`config.mk`:
```
export PLATFORM = sky130hd
export DESIGN_NAME = bus_window_controller
export DESIGN_NICKNAME = d
export VERILOG_FILES = /design/src/rtl/bus_window_controller.sv
export SDC_FILE = /design/constraint.sdc
export NUM_CORES = 1
export LEC_CHECK = 0
export CAP_MARGIN = 30
export CORE_MARGIN = 4
export CORE_UTILIZATION = 45
export DETAILED_ROUTE_END_ITERATION = 12
export PLACE_DENSITY = 0.66
export SYNTH_ARGS = -nofsm -noshare
export SYNTH_HDL_FRONTEND = slang
export SYNTH_SLANG_ARGS = --single-unit
export TNS_END_PERCENT = 20
```
`constraint.sdc`:
```
create_clock -name clock -period 4.9 [get_ports clock]
set_input_delay 0.49 -clock clock [delete_from_list [all_inputs] [get_ports clock]]
set_output_delay 0.49 -clock clock [all_outputs]
set_load 0.01 [all_outputs]
```
`src/rtl/bus_window_controller.sv`:
```
// bus_window_controller: clocked 68030 address decode with programmable windows, DSACK/BERR generation and boot ROM overlay
//   clock, reset_n          : system clock, asynchronous active-low reset
//   as, fc, addr_middle     : 68030 strobe, function code, A19:A16
//   addr_upper              : upper address bits compared against the windows
//   ext_ack                 : device ready for externally paced windows
//   cfg_*                   : one-clock window programming strobe and fields
//   device_selected         : registered one-hot window select
//   port_width              : registered port width of the selected window
//   dsack, berr             : registered cycle termination
//   int_ack                 : registered interrupt-acknowledge indication
//   vector_fetched          : boot ROM overlay finished
module bus_window_controller #(
  parameter int NUM_WINDOWS      = 8,
  parameter int ADDR_UPPER_WIDTH = 8,
  parameter int WAIT_WIDTH       = 4,
  parameter int TIMEOUT_CYCLES   = 255,
  parameter int BOOT_FETCHES     = 4,
  parameter int ROM_WINDOW       = 0
) (
  input  logic                             clock,
  input  logic                             reset_n,
  input  logic                             as,
  input  logic [2:0]                       fc,
  input  logic [3:0]                       addr_middle,
  input  logic [ADDR_UPPER_WIDTH-1:0]      addr_upper,
  input  logic                             ext_ack,
  input  logic                             cfg_write,
  input  logic [$clog2(NUM_WINDOWS)-1:0]   cfg_index,
  input  logic [ADDR_UPPER_WIDTH-1:0]      cfg_base,
  input  logic [ADDR_UPPER_WIDTH-1:0]      cfg_mask,
  input  logic [1:0]                       cfg_width,
  input  logic [WAIT_WIDTH-1:0]            cfg_waits,
  input  logic                             cfg_enable,
  output logic [NUM_WINDOWS-1:0]           device_selected,
  output logic [1:0]                       port_width,
  output logic [1:0]                       dsack,
  output logic                             berr,
  output logic                             int_ack,
  output logic                             vector_fetched
);
  localparam int IW = $clog2(NUM_WINDOWS);
  localparam logic [IW-1:0] ROM_IDX = IW'(ROM_WINDOW);
  localparam logic [1:0] PORT_WIDTH_WORD = 2'b10;
  typedef enum logic [2:0] {S_IDLE, S_DECODE, S_WAIT, S_ACK, S_BERR} state_t;
  state_t state, state_next;
  logic [NUM_WINDOWS-1:0][ADDR_UPPER_WIDTH-1:0] win_base, win_mask;
  logic [NUM_WINDOWS-1:0][1:0] win_width;
  logic [NUM_WINDOWS-1:0][WAIT_WIDTH-1:0] win_waits;
  logic [NUM_WINDOWS-1:0] win_en;
  logic [IW-1:0] sel_idx;
  logic sel_hit;
  logic [1:0] sel_width;
  logic [WAIT_WIDTH-1:0] sel_waits;
  logic [WAIT_WIDTH-1:0] wait_cnt;
  logic ext_paced;
  logic [15:0] time_cnt;
  logic [7:0] boot_cnt;
  logic timeout, wait_done;
  // Lowest matching index wins; during the overlay every cycle is forced to the ROM window,
  // falling back to WORD with no waits while that window is still unprogrammed.
  always_comb begin
    sel_hit = 1'b0;
    sel_idx = '0;
    for (int i = NUM_WINDOWS - 1; i >= 0; i--)
      if (win_en[i] && ((addr_upper ^ win_base[i]) & win_mask[i]) == '0) begin
        sel_hit = 1'b1;
        sel_idx = IW'(i);
      end
    if (!vector_fetched) begin
      sel_hit = 1'b1;
      sel_idx = ROM_IDX;
    end
    sel_width = (vector_fetched || win_en[sel_idx]) ? win_width[sel_idx] : PORT_WIDTH_WORD;
    sel_waits = (vector_fetched || win_en[sel_idx]) ? win_waits[sel_idx] : '0;
  end
  // time_cnt starts at 0 on the DECODE edge, so adding 2 counts the DECODE clock and the
  // clock being left: berr lands TIMEOUT_CYCLES clocks after the DECODE edge.
  assign timeout = 17'(time_cnt) + 17'd2 >= 17'(TIMEOUT_CYCLES);
  assign wait_done = ext_paced ? ext_ack : wait_cnt == WAIT_WIDTH'(1);
  always_comb begin
    state_next = state;
    case (state)
      S_IDLE:   state_next = (as && fc != 3'b111) ? S_DECODE : S_IDLE;
      S_DECODE: state_next = !as ? S_IDLE : !sel_hit ? S_BERR : sel_waits == '0 ? S_ACK : S_WAIT;
      S_WAIT:   state_next = !as ? S_IDLE : timeout ? S_BERR : wait_done ? S_ACK : S_WAIT;
      S_ACK:    state_next = as ? S_ACK : S_IDLE;
      S_BERR:   state_next = as ? S_BERR : S_IDLE;
      default:  state_next = S_IDLE;
    endcase
  end
  always_ff @(posedge clock or negedge reset_n)
    if (!reset_n) state <= S_IDLE;
    else state <= state_next;
  always_ff @(posedge clock or negedge reset_n)
    if (!reset_n) begin
      win_base <= '0;
      win_mask <= '0;
      win_width <= '0;
      win_waits <= '0;
      win_en <= '0;
    end else if (cfg_write) begin
      win_base[cfg_index] <= cfg_base;
      win_mask[cfg_index] <= cfg_mask;
      win_width[cfg_index] <= cfg_width;
      win_waits[cfg_index] <= cfg_waits;
      win_en[cfg_index] <= cfg_enable;
    end
  always_ff @(posedge clock or negedge reset_n)
    if (!reset_n) begin
      device_selected <= '0;
      port_width <= '0;
      dsack <= '0;
      berr <= 1'b0;
      int_ack <= 1'b0;
      vector_fetched <= 1'b0;
      boot_cnt <= '0;
      wait_cnt <= '0;
      ext_paced <= 1'b0;
      time_cnt <= '0;
    end else begin
      int_ack <= as && fc == 3'b111 && addr_middle == 4'hf;
      dsack <= (state == S_ACK && as) ? port_width : 2'b00;
      berr <= state == S_BERR && as;
      if (!as) begin
        device_selected <= '0;
        port_width <= '0;
      end else if (state == S_DECODE) begin
        device_selected <= sel_hit ? NUM_WINDOWS'(1) << sel_idx : '0;
        port_width <= sel_hit ? sel_width : 2'b00;
        wait_cnt <= sel_waits;
        ext_paced <= &sel_waits;
        time_cnt <= '0;
      end else if (state == S_WAIT) begin
        wait_cnt <= ext_paced ? wait_cnt : wait_cnt - WAIT_WIDTH'(1);
        time_cnt <= time_cnt + 16'd1;
      end
      if (state == S_ACK && !as && !vector_fetched) begin
        boot_cnt <= boot_cnt + 8'd1;
        vector_fetched <= boot_cnt + 8'd1 >= 8'(BOOT_FETCHES);
      end
    end
endmodule

```
# Yosys cells after proc, flatten, opt, wreduce, memory -nomap -nowiden
# Index checks and enable logic that the tools add are counted.
dict set report word_totals {
  reg_bits 231
  inputBits 46
  elab_cells 176
  output_inout_bits 15
}
dict set report classes {
  bitwise 16
  shift 1
  n_mux 62
  addsub 4
  reduce_logical 34
  magnitude_cmp 5
  n_eq_ne 10
}
# cell count
set ops {}
lappend ops {{$bwmux W64} 2}
lappend ops {{$and A8 B8 Y8} 8}
lappend ops {{$logic_not A8 Y1} 8}
lappend ops {{$xor A8 B8 Y8} 8}
lappend ops {{$mux W3} 14}
lappend ops {{$bwmux W32} 1}
lappend ops {{$mux W16} 2}
lappend ops {{$mux W8} 4}
lappend ops {{$demux W8 S3} 1}
lappend ops {{$mux W4} 6}
lappend ops {{$add A16 B2 Y17 const B} 1}
lappend ops {{$ge A17 B8 Y1 const B} 1}
lappend ops {{$add A16 B1 Y16 const B} 1}
lappend ops {{$bwmux W16} 1}
lappend ops {{$logic_and A1 B1 Y1} 16}
lappend ops {{$mux W2} 8}
lappend ops {{$mux W1} 15}
lappend ops {{$pmux W3 S5} 1}
lappend ops {{$bmux W4 S3} 1}
lappend ops {{$demux W4 S3} 1}
lappend ops {{$add A8 B1 Y8 const B} 1}
lappend ops {{$bwmux W8} 1}
lappend ops {{$ge A8 B3 Y1 const B} 1}
lappend ops {{$lt A3 B4 Y1 const B} 2}
lappend ops {{22 further kinds} 27}

# Depth between registers and ports, before layout
# Gate-level depths: netlist of the first run.
dict set report depth {
  ltp_word 22
  ltp_mapped 12
  mapped_depth_nobuf 11
}

# Least setup slack after synthesis of the first run
# Ideal clock, no wire load.
dict set report synth_path {
  path_kind {in2reg}
  from {input port addr_upper[7]}
  to {register state[0]}
  setup_slack_ns 1.993
  stages 12
  t_arrival_ns 2.788
  setup_ns 0.120
  n_path_buf 2
  path_cell_list {buf_6 -> xor2_1 -> a22oi_1 -> nand4_2 -> o41ai_4 -> or3_4 -> or2_1 -> buf_6 -> o22ai_1 -> or4b_4 -> and3_1 -> a31o_1}
}
dict set report synth_between {
  elab_chain_len 22
}
# item line_no
set synth_lines {}
lappend synth_lines {{start, declared} 25} ;# input logic [ADDR_UPPER_WIDTH-1:0] addr_upper,
lappend synth_lines {{$xor A8 B8 Y8} 65} ;# if (win_en[i] && ((addr_upper ^ win_base[i]) & win_mask[i]) == '0) begin
lappend synth_lines {{$and A8 B8 Y8} 65}
lappend synth_lines {{$logic_not A8 Y1} 65}
lappend synth_lines {{$logic_and A1 B1 Y1} 65}
lappend synth_lines {{$mux W3 (8 in a row)} 65}
lappend synth_lines {{$mux W3} 69} ;# if (!vector_fetched) begin
lappend synth_lines {{$bmux W1 S3} 74} ;# sel_waits = (vector_fetched || win_en[sel_idx]) ? win_waits[sel_idx] : '0;
lappend synth_lines {{$mux W1 (not written as such)} 74}
lappend synth_lines {{$logic_or A1 B1 Y1} 74}
lappend synth_lines {{$mux W4} 74}
lappend synth_lines {{$logic_not A4 Y1} 84} ;# S_DECODE: state_next = !as ? S_IDLE : !sel_hit ? S_BERR : sel_waits == '0 ? S_ACK : S_WAIT;
lappend synth_lines {{$mux W1} 84}
lappend synth_lines {{$mux W3 * (2 in a row)} 84}
lappend synth_lines {{$pmux W3 S5 *} 82} ;# case (state)
lappend synth_lines {{via state_next[0]} 45} ;# state_t state, state_next;
lappend synth_lines {{end signal, assigned} 93} ;# else state <= state_next;
lappend synth_lines {{end, declared} 45}
# The timed path passes the listed nets; every way through them passes the cells marked *. The select of a mux whose other input is x is not followed.
# A chain may end at the register's enable or synchronous reset.

# Final worst setup path of the first run
dict set report layout_path {
  from {input port addr_upper[4]}
  to {register state[0]}
}
# Same word-level chain as after synthesis.

==> results of run 1 <==
area by class of cell:
class,count,area share (%)
clock buffer,40,6.14
clock inverter,6,0.407
inverter,10,0.298
multi-input combinational,593,38.4
sequential,231,45.9
tap,319,3.17
timing repair buffer,75,5.70
cells in the final DEF (no fill, tap or decap), drive strengths merged, types with 3 or more instances in the layout:
master / Yosys / final
o31ai: 5 / 5
clkbuf: 22 / 40
and2: 6 / 6
o21ai: 29 / 29
nand2: 58 / 58
xor2: 77 / 77
a22oi: 23 / 23
buf: 13 / 16
nand3: 12 / 12
and3: 5 / 5
xnor2: 9 / 9
nor4b: 3 / 3
nand4b: 3 / 3
o211ai: 4 / 4
a41oi: 3 / 3
o22ai: 13 / 13
clkinv: 0 / 5
nor3: 10 / 10
clkdlybuf4s50: 0 / 59
nand2b: 4 / 4
mux2i: 6 / 6
o221ai: 4 / 4
nand4: 20 / 20
or2: 6 / 6
or3: 8 / 8
inv: 10 / 11
dfrtp: 231 / 231
and4: 3 / 3
nor4: 5 / 5
nor3b: 6 / 6
nor2: 39 / 39
mux2: 189 / 189
a21oi: 13 / 13
ha: 8 / 8
metrics by stage:
| stage | setup slack (ns) | std cells |
|---|---|---|
| after global routing | 1.25 | 1274 |
| final | 1.35 | 1274 |
| after detailed placement | 0.876 | 1228 |
| after CTS | 1.42 | 1274 |
| after floorplan | 1.99 | 869 |
| after global placement | 0.907 | 1228 |
cell families after synthesis:
logic type	after synthesis
compound gates	111
flops	231
buf+inv	45
fa+ha+maj	8
simple gates	193
mux	195
xor+xnor	86
power groups by stage:
| stage | clock, mW | sequential, mW | combinational, mW |
|---|---|---|---|
| after floorplan | 0 | 2.53 | 0.835 |
| after global placement | 0 | 2.59 | 1.16 |
| after detailed placement | 0 | 2.60 | 1.19 |
| after CTS | 1.90 | 2.57 | 1.19 |
| after global routing | 1.98 | 2.63 | 1.31 |
| final | 1.86 | 2.57 | 1.19 |
registers in the layout, summed over array words and instances, names as in the netlist, 2 cells and up:
register         cells
win_mask            64
dsack                2
boot_cnt             8
win_width           16
port_width           2
device_selected      8
win_en               8
win_base            64
time_cnt            16
wait_cnt             4
state                3
win_waits           32
critical path: cells and delay by family:
| kind | cells | cell delay [ns] |
|---|---|---|
| compound gates | 4 | 0.97 |
| xor+xnor | 1 | 0.26 |
| buf+inv | 1 | 0.64 |
| simple gates | 5 | 1.60 |
worst max path at each step:
stage | end | slack [ns] | cells past startpoint
5_1_grt | ext_paced | 1.25 | 11
3_3_place_gp | state[0] | 0.91 | 11
2_1_floorplan | state[0] | 1.99 | 12
3_5_place_dp | state[0] | 0.88 | 11
4_1_cts | state[0] | 1.42 | 11
6_report | state[0] | 1.35 | 11
metal layers:
layer | vias up | wire, um | track usage, %
li1 | 3274 | - | -
met1 | 3563 | 11500 | 26.8
met2 | 133 | 11400 | 30.5
met3 | 43 | 1080 | 3.05
met4 | 0 | 667 | 5.45
met5 | - | 0 | 0
==> flow_metrics.py, run 1 <==
metrics = {
    "clock_tree": {
        "cts-root-buf": "clkbuf_16",
        "postCtsSetupBuffers": 0,
        "clk_latency_ns": 0.54,
        "htreeDepth": 1,
        "ctsResizeCount": 0,
        "cts_tree": "yes",
        "cts.clk_slew.worst_paths_ns": 0.06,
        "clockBufferDepth": 3,
        "cts_hold_buffers": 0,
        "cts_sinks": 231,
        "numCtsBuffers": 26,
    },
    "logic_synthesis": {
        "synth_edf_count": 0,
        "ys_top_cells_by_count": "dfrtp_1, mux2_2, xor2_1",
        "synth_top_area_share_pct": 53.4,
        "synthMuxAreaShare_pct": 20.2,
        "yosys_warnings": 0,
        "synth_top_family_by_area": "multiplexers",
        "synthCells": 869,
        "yosys.area_share.adder_pct": 0.925,
        "async_flop_share_pct": 100,
        "synth-seq-cells": 231,
        "synth-xor-area-share_pct": 6.96,
        "seq_area_frac_synth_pct": 53.4,
        "synth_compound_gate_area_share_pct": 7.20,
        "syn_area_um2": 10800,
        "synth_nets": 923,
        "synth_area_per_cell_um2": 12.5,
        "synth_area_leaders": "dfrtp_1, mux2_2, xor2_1",
        "synth-main-ff-cell": "dfrtp_1",
        "synth_cell_type_count": 62,
        "yosys.area_share.simple_pct": 9.16,
        "synth_most_common_cell": "dfrtp_1",
        "synth_largest_area_cell": "dfrtp_1",
    },
    "power": {
        "combPwrFrac_pct": 21.1,
        "powerDensity_nw_per_um2": 446,
        "total_power_mw": 5.62,
        "leakagePower_nw": 5.35,
        "p_int_mw": 3.98,
        "pwr-share-clk_pct": 33.1,
        "ir_worst_vdd_v": 0.000291,
        "swShare_pct": 29.2,
        "seqPwrFrac_pct": 45.8,
        "p_sw_mw": 1.64,
    },
    "routing": {
        "totalWireLength_mm": 24.7,
        "routedWlPerCell_um": 19.4,
        "num_vias": 7013,
        "ant_nets": 0,
        "viasPerCell": 5.50,
        "drt-pass1-iter-count": 5,
        "drt-initial-drc-count": 485,
        "drc": 0,
    },
    "die": {
        "rows": 56,
        "die_h_um": 163,
        "dieArea_um2": 26600,
        "io_pins": 61,
        "core_um2": 23500,
        "dieWidth_um": 163,
        "start_util_pct": 46.0,
    },
    "sta": {
        "relSlewSlack_pct": 37.1,
        "max_freq_mhz": 282,
        "hold_viol_final": 0,
        "skew_ns": 0.0157,
        "drv_slew": 0,
        "holdWs_ns": 0.0658,
        "period_needed_ns": 3.55,
        "tightest_slew_ns": 0.943,
        "fin_crit_sh_pct": 72.4,
        "final.setup.tns_ns": 0,
        "setup_viol": 0,
        "grt_setup_unrepaired": "false",
    },
    "final_layout": {
        "seqCellArea_um2": 5780,
        "area_growth_syn_to_layout_pct": 16.4,
        "antenna_cells": 0,
        "drive_above_1_share_pct": 27.0,
        "post-route-util_pct": 53.5,
        "fill_cells": 2069,
        "final_nets": 991,
        "design_area_um2": 12600,
        "multi_input_area_um2": 4840,
    },
    "grt": {
        "grt_pass1_wl_mm": 40.3,
        "grt_use_total_pct": 19.0,
        "grt_overflow": 0,
        "grt_pass1_vias": 7176,
        "grt_max_degree": 125,
        "antenna_found_initial": 0,
    },
    "placed_design": {
        "hpwl_mm": 16.6,
        "gp_congestion": 0.848,
        "placed_area_um2": 11800,
        "port_buffers": 60,
    },
    "setup_path": {
        "path_class": "input pin to register",
        "max_stage_delay_ns": 0.64,
        "cp-end-kind": "register",
        "r2r_end": "state[0]",
        "r2r_start": "win_base[28]",
        "r2r_slack_ns": 1.70,
        "arrival_ns": 3.96,
        "path_cells": "clkdlybuf4s50_1, xor2_1, a22oi_1, nand4_1, or2_4, a41oi_1, or3_1, o22ai_1, or4_1, and3_1, a31o_1",
        "crit_start": "addr_upper[4]",
        "reg2reg_depth": 10,
        "worstPathRequired_ns": 5.32,
        "critPathSlowestCell": "clkdlybuf4s50_1",
        "start_kind": "input pin",
        "crit_fanout": 8,
    },
    "hold_path": {
        "min_path_type": "input pin to async pin",
    },
    "job": {
        "max_cap_viol_count": 0,
    },
    "status": {
        "status": "finished clean",
    },
}
Note: power is estimated with default switching activity, not from simulation.
==> run 2, diff against run 1 <==
==> constraint.sdc (replaced) <==
create_clock -name clock -period 3.5 [get_ports clock]
set_input_delay 0.35 -clock clock [delete_from_list [all_inputs] [get_ports clock]]
set_output_delay 0.35 -clock clock [all_outputs]
set_load 0.01 [all_outputs]
==> run 2 against run 1 <==
Against the previous run:
- wire length up 0.23%
- final area grew 2.0%
- sequential share of layout area is 0.89 points lower
- first-iteration DRC count fell by 8.0%
- utilization grew 1.1 points
- register-to-register slack got worse by 1.1 ns
- highest routed layer unchanged
- hold slack gained 0.33 ns
- largest cell class unchanged
- combinational power grew 45%
- critical path depth unchanged
- critical endpoint unchanged
- die area unchanged
- critical path type unchanged
==> flow_metrics.py, run 2 (same netlist as run 1, synthesis figures left out) <==
metrics = {
    "routing": {
        "totalWireLength_mm": 24.8,
        "drt-pass1-iter-count": 5,
        "viasPerCell": 5.47,
        "ant_nets": 0,
        "routedWlPerCell_um": 19.0,
        "drt-initial-drc-count": 446,
        "num_vias": 7105,
        "drc": 0,
    },
    "setup_path": {
        "crit_fanout": 8,
        "r2r_slack_ns": 0.56,
        "path_class": "input pin to register",
        "start_kind": "input pin",
        "arrival_ns": 3.41,
        "worstSetupEndpoint": "state[0]",
        "r2r_end": "state[0]",
        "reg2reg_depth": 9,
        "crit_start": "addr_upper[5]",
        "cp-end-kind": "register",
        "worstPathRequired_ns": 3.91,
        "r2r_start": "win_base[37]",
    },
    "final_layout": {
        "final_nets": 1016,
        "area_growth_syn_to_layout_pct": 18.7,
        "antenna_cells": 0,
        "drive_above_1_share_pct": 29.0,
        "final_common_cell": "dfrtp_1",
        "layout_common_cells": "dfrtp_1, mux2_2, xor2_1, clkdlybuf4s50_1, nand2_1",
        "design_area_um2": 12800,
        "reg_top3": "win_base (64), win_mask (64), win_waits (32)",
    },
    "hold_path": {
        "hold_depth": 3,
        "min_path_type": "input pin to register",
        "holdCritStartpoint": "addr_middle[0]",
    },
    "power": {
        "ir_worst_vdd_v": 0.000443,
        "leakagePower_nw": 5.49,
        "powerDensity_nw_per_um2": 620,
        "total_power_mw": 7.96,
    },
    "sta": {
        "skew_ns": 0.0139,
        "grt_setup_unrepaired": "false",
        "fin_crit_sh_pct": 85.7,
        "final.setup.tns_ns": 0,
        "drv_slew": 0,
        "setup_viol": 0,
        "hold_viol_final": 0,
        "tightest_slew_ns": 0.758,
        "max_freq_mhz": 333,
        "period_needed_ns": 3.00,
        "relSlewSlack_pct": 49.5,
    },
    "clock_tree": {
        "ctsResizeCount": 0,
        "htreeDepth": 1,
        "postCtsSetupBuffers": 0,
        "cts-root-buf": "clkbuf_16",
        "clockBufferDepth": 3,
        "cts.clk_slew.worst_paths_ns": 0.06,
        "cts_sinks": 231,
        "cts_hold_buffers": 1,
        "numCtsBuffers": 26,
        "clk_latency_ns": 0.53,
        "cts_tree": "yes",
    },
    "grt": {
        "grt_pass1_wl_mm": 40.5,
        "antenna_found_initial": 0,
        "grt_pass1_vias": 7252,
        "grt_use_total_pct": 18.9,
        "grt_max_degree": 98,
        "grt_overflow": 0,
    },
    "placed_design": {
        "placed_area_um2": 12000,
        "hpwl_mm": 16.6,
        "port_buffers": 60,
        "gp_congestion": 0.851,
    },
    "die": {
        "io_pins": 61,
        "core_um2": 23500,
        "dieWidth_um": 163,
        "die_h_um": 163,
        "start_util_pct": 46.0,
        "rows": 56,
        "dieArea_um2": 26600,
    },
    "status": {
        "status": "finished clean",
    },
    "job": {
        "max_cap_viol_count": 0,
    },
}
run 2: cell types whose count changed in the layout (fill, tap and decap cells not counted), moves of 2 or more:
cell | previous run | this run
buf_4 | 15 | 35
clkinv_2 | 3 | 6
clkinvlp_4 | 0 | 2
clkbuf_8 | 7 | 5
buf_12 | 0 | 4
run 2: stage by stage:
step | instances | util, % | hold WS, ns | setup WS (ns)
after floorplan | 869 | - | 0.0544 | 0.733
after global placement | 1252 | 51.0 | 0.431 | -0.0634
after detailed placement | 1252 | 51.0 | 0.439 | -0.0346
after CTS | 1300 | 54.6 | 0.376 | 0.521
after global routing | 1300 | 54.6 | 0.403 | 0.254
final | 1300 | 54.6 | 0.393 | 0.500
run 2: cell type report:
type,instances,area [um^2]
flip-flops and latches,231,5780
inverters,10,37.5
clock buffers,37,742
well taps,319,399
fillers,2004,10700
repair buffers,100,958
multi-input cells,593,4840
clock inverters,10,91.3
run 2: layer usage:
| metal | up-vias | wire, um | track usage [%] |
|---|---|---|---|
| met5 | - | 0 | 0 |
| met4 | 0 | 490 | 4.38 |
| met3 | 34 | 1040 | 2.98 |
| met2 | 140 | 11400 | 30.4 |
| met1 | 3615 | 11800 | 27.2 |
| li1 | 3316 | - | - |
run 2: worst max-delay path, cell delays in order:
cell	delay, ns
clkdlybuf4s50_1	0.45
buf_12	0.16
xor2_1	0.17
a222oi_1	0.52
nand2_1	0.28
a41oi_1	0.28
or3_1	0.18
o22ai_1	0.09
or4_1	0.52
and3_1	0.21
a31o_1	0.20
run 2: how the worst min path moves through the flow:
stage | endpoint | slack, ns
final | int_ack | 0.39
after global routing | int_ack | 0.40
after CTS | int_ack | 0.38
after detailed placement | boot_cnt[3] | 0.44
after global placement | win_mask[19] | 0.43
after floorplan | berr | 0.05
run 2: power breakdown:
| group | total, mW | internal [mW] | switching, mW |
|---|---|---|---|
| clock network | 2.63 | 1.55 | 1.08 |
| logic | 1.73 | 0.891 | 0.838 |
| registers | 3.61 | 3.22 | 0.385 |
| total | 7.96 | 5.66 | 2.30 |
==> RTL change: new RTL, config.mk and constraints of run 2 <==
The parameter `WAIT_WIDTH` goes from 4 to 6.
--- a/src/rtl/bus_window_controller.sv
+++ b/src/rtl/bus_window_controller.sv
@@ -12,7 +12,7 @@
 module bus_window_controller #(
   parameter int NUM_WINDOWS      = 8,
   parameter int ADDR_UPPER_WIDTH = 8,
-  parameter int WAIT_WIDTH       = 4,
+  parameter int WAIT_WIDTH       = 6,
   parameter int TIMEOUT_CYCLES   = 255,
   parameter int BOOT_FETCHES     = 4,
   parameter int ROM_WINDOW       = 0
Interface: changed (resized cfg_waits); port bits go from 61 to 63. The function was not compared with the original's and may differ.
==> RTL change against run 2 <==
  * Worst setup slack worse by 0.0083 ns
  * Power is 14% higher
  * Synthesized area is 7.5% higher
  * Largest power group unchanged
  * Sequential share of layout area is 0.15 points lower
  * Sequential cell count is 18 higher
  * Routed wire length is 3.7% higher
  * Non-clock buffer count is 16 higher
  * Sequential power is 8.6% higher
  * Clock power is 14% higher
  * Design area is 8.2% higher
  * Critical endpoint is now ext_paced$_DFFE_PN0P_
  * Largest cell class unchanged
==> RTL change: results (changes against run 2) <==
| Metric | Value |
|---|---|
| Post-synth cell types | `74 (+19%)` |
| Largest regs | `win_base x64, win_mask x64, win_waits x48` |
| Area contributors post-synth | `dfrtp_1, mux2_2, xor2_1` |
| CTS Buf Count | `27 (+3.8%)` |
| Total Wirelength | `25700 um (+3.7%)` |
| Hold Path Class | `in -> async` |
| Syn Nets | `991 (+7.4%)` |
| Worst path top cell family by delay | `compound AO/OA/AOI/OAI gates` |
| First-pass GRT wire length | `41800 um (+3.1%)` |
| Synth top cells by count | `dfrtp_1, mux2_2, xor2_1` |
| Max VDD drop | `427 uV (-3.6%)` |
| Synth Instances | `935 (+7.6%)` |
| CP arrival | `3.44 ns (+0.03 ns)` |
| Via/cell ratio | `5.42 (-0.81%)` |
| Largest net degree at the start of global routing | `92 (-6.1%)` |
| Slowest cell delay on critical path | `0.45 ns (-0.07 ns)` |
| Number of global-route vias before repair | `7671 (+5.8%)` |
| Pre-antenna DRT Iters | `4 (-1)` |
| Static Leak | `5.93 nW (+8.0%)` |
| GPL Wtd Cong | `0.847 (-0.42%)` |
| Slew margin rel. | `50.0% (+0.49 points)` |
| Worst Hold Slack | `0.368 ns (-0.0250 ns)` |
| Critical Path End | `ext_paced$_DFFE_PN0P_` |
| Outcome | `complete, no violations` |
| Worst Skew | `0.0212 ns (+0.00727 ns)` |
| Placed cell count | `1339 (+6.9%)` |
| Fin cells | `1390 (+6.9%)` |
| Hold_buf cts | `1 (unchanged)` |
| Share of layout cells above drive strength 1 | `30.8% (+1.8 points)` |
| Worst reg-to-reg path cell count | `12 (+3)` |
| Slack of the critical path | `0.492 ns (-0.00834 ns)` |
| CP Max Fanout | `9 (+1)` |
| Seq/Total Area, Yosys | `53.5% (+0.13 points)` |
| Drt initial violations | `382 (-14%)` |
| DP HPWL | `17600 um (+6.0%)` |
| Skew-Pair Late Insertion Delay | `0.55 ns (+0.02 ns)` |
| Total global-route track usage | `17.9% (-0.98 points)` |
| Crit path max-delay cell type | `clkdlybuf4s50_1` |
| IO Port Bufs | `62 (+3.3%)` |
| Pre-CTS WS | `-0.0539 ns (-0.0194 ns)` |
| Reg2Reg Launch Point | `win_base[61]$_DFFE_PN0P_` |
RTL change: cell count changes after synthesis, sizes merged, moves of 5 or more:
cell,change
nand3,+10
inv,+8
o21a,+5
o221ai,+8
nor3,+6
mux2,+7
o22ai,-8
o221a,+7
dfrtp,+18
RTL change: cell type report:
class,instances,area (um^2)
Multi-Input combinational cell,627,5130
Inverter,19,71.3
Clock buffer,38,777
Sequential cell,249,6230
Fill cell,2165,11400
Tap cell,330,413
Clock inverter,11,173
Timing Repair Buffer,116,1100
RTL change: worst register-to-register path: cells and delay by family (launching register included):
family	cells	cell delay, ns
buf+inv	1	0.15
xor+xnor	1	0.17
simple gates	3	0.70
flops	1	0.39
compound gates	7	1.49
RTL change: worst min-delay path by stage:
stage | cells past startpoint | startpoint | to
6_report | 2 | reset_n | time_cnt[8]$_DFFE_PN0P_
5_1_grt | 3 | addr_middle[0] | int_ack$_DFF_PN0_
4_1_cts | 3 | addr_middle[0] | int_ack$_DFF_PN0_
3_5_place_dp | 1 | reset_n | time_cnt[14]$_DFFE_PN0P_
3_3_place_gp | 1 | reset_n | time_cnt[8]$_DFFE_PN0P_
2_1_floorplan | 0 | reset_n | berr$_DFF_PN0_
RTL change: cell families after synthesis:
kind of cell    share of synthesized area (%)
buf+inv                                  2.53
mux                                      19.1
xor+xnor                                 6.10
simple gates                             8.71
compound gates                           9.14
fa+ha+maj                               0.860
flops                                    53.5
RTL change: where the power goes:
group	internal, mW	switching [mW]
logic	1.09	1.04
clock network	1.84	1.16
registers	3.48	0.436
RTL change: routing by layer:
layer / vias to the layer above / global-route usage (%) / part of all wire, %
met4: 0 / 3.74 / 2.0
met3: 36 / 2.48 / 4.1
li1: 3610 / - / -
met5: - / 0 / 0
met1: 3771 / 25.0 / 46
met2: 118 / 30.2 / 48
RTL change: per-stage QoR:
step / power [mW] / setup TNS (ns) / cell area, um^2
final: 9.05 / 0 / 13900
after global routing: 9.53 / 0 / 13900
after CTS: 9.15 / 0 / 13900
after detailed placement: 6.10 / -0.102 / 12900
after global placement: 6.04 / 0 / 12900
after floorplan: 5.32 / 0 / 11600
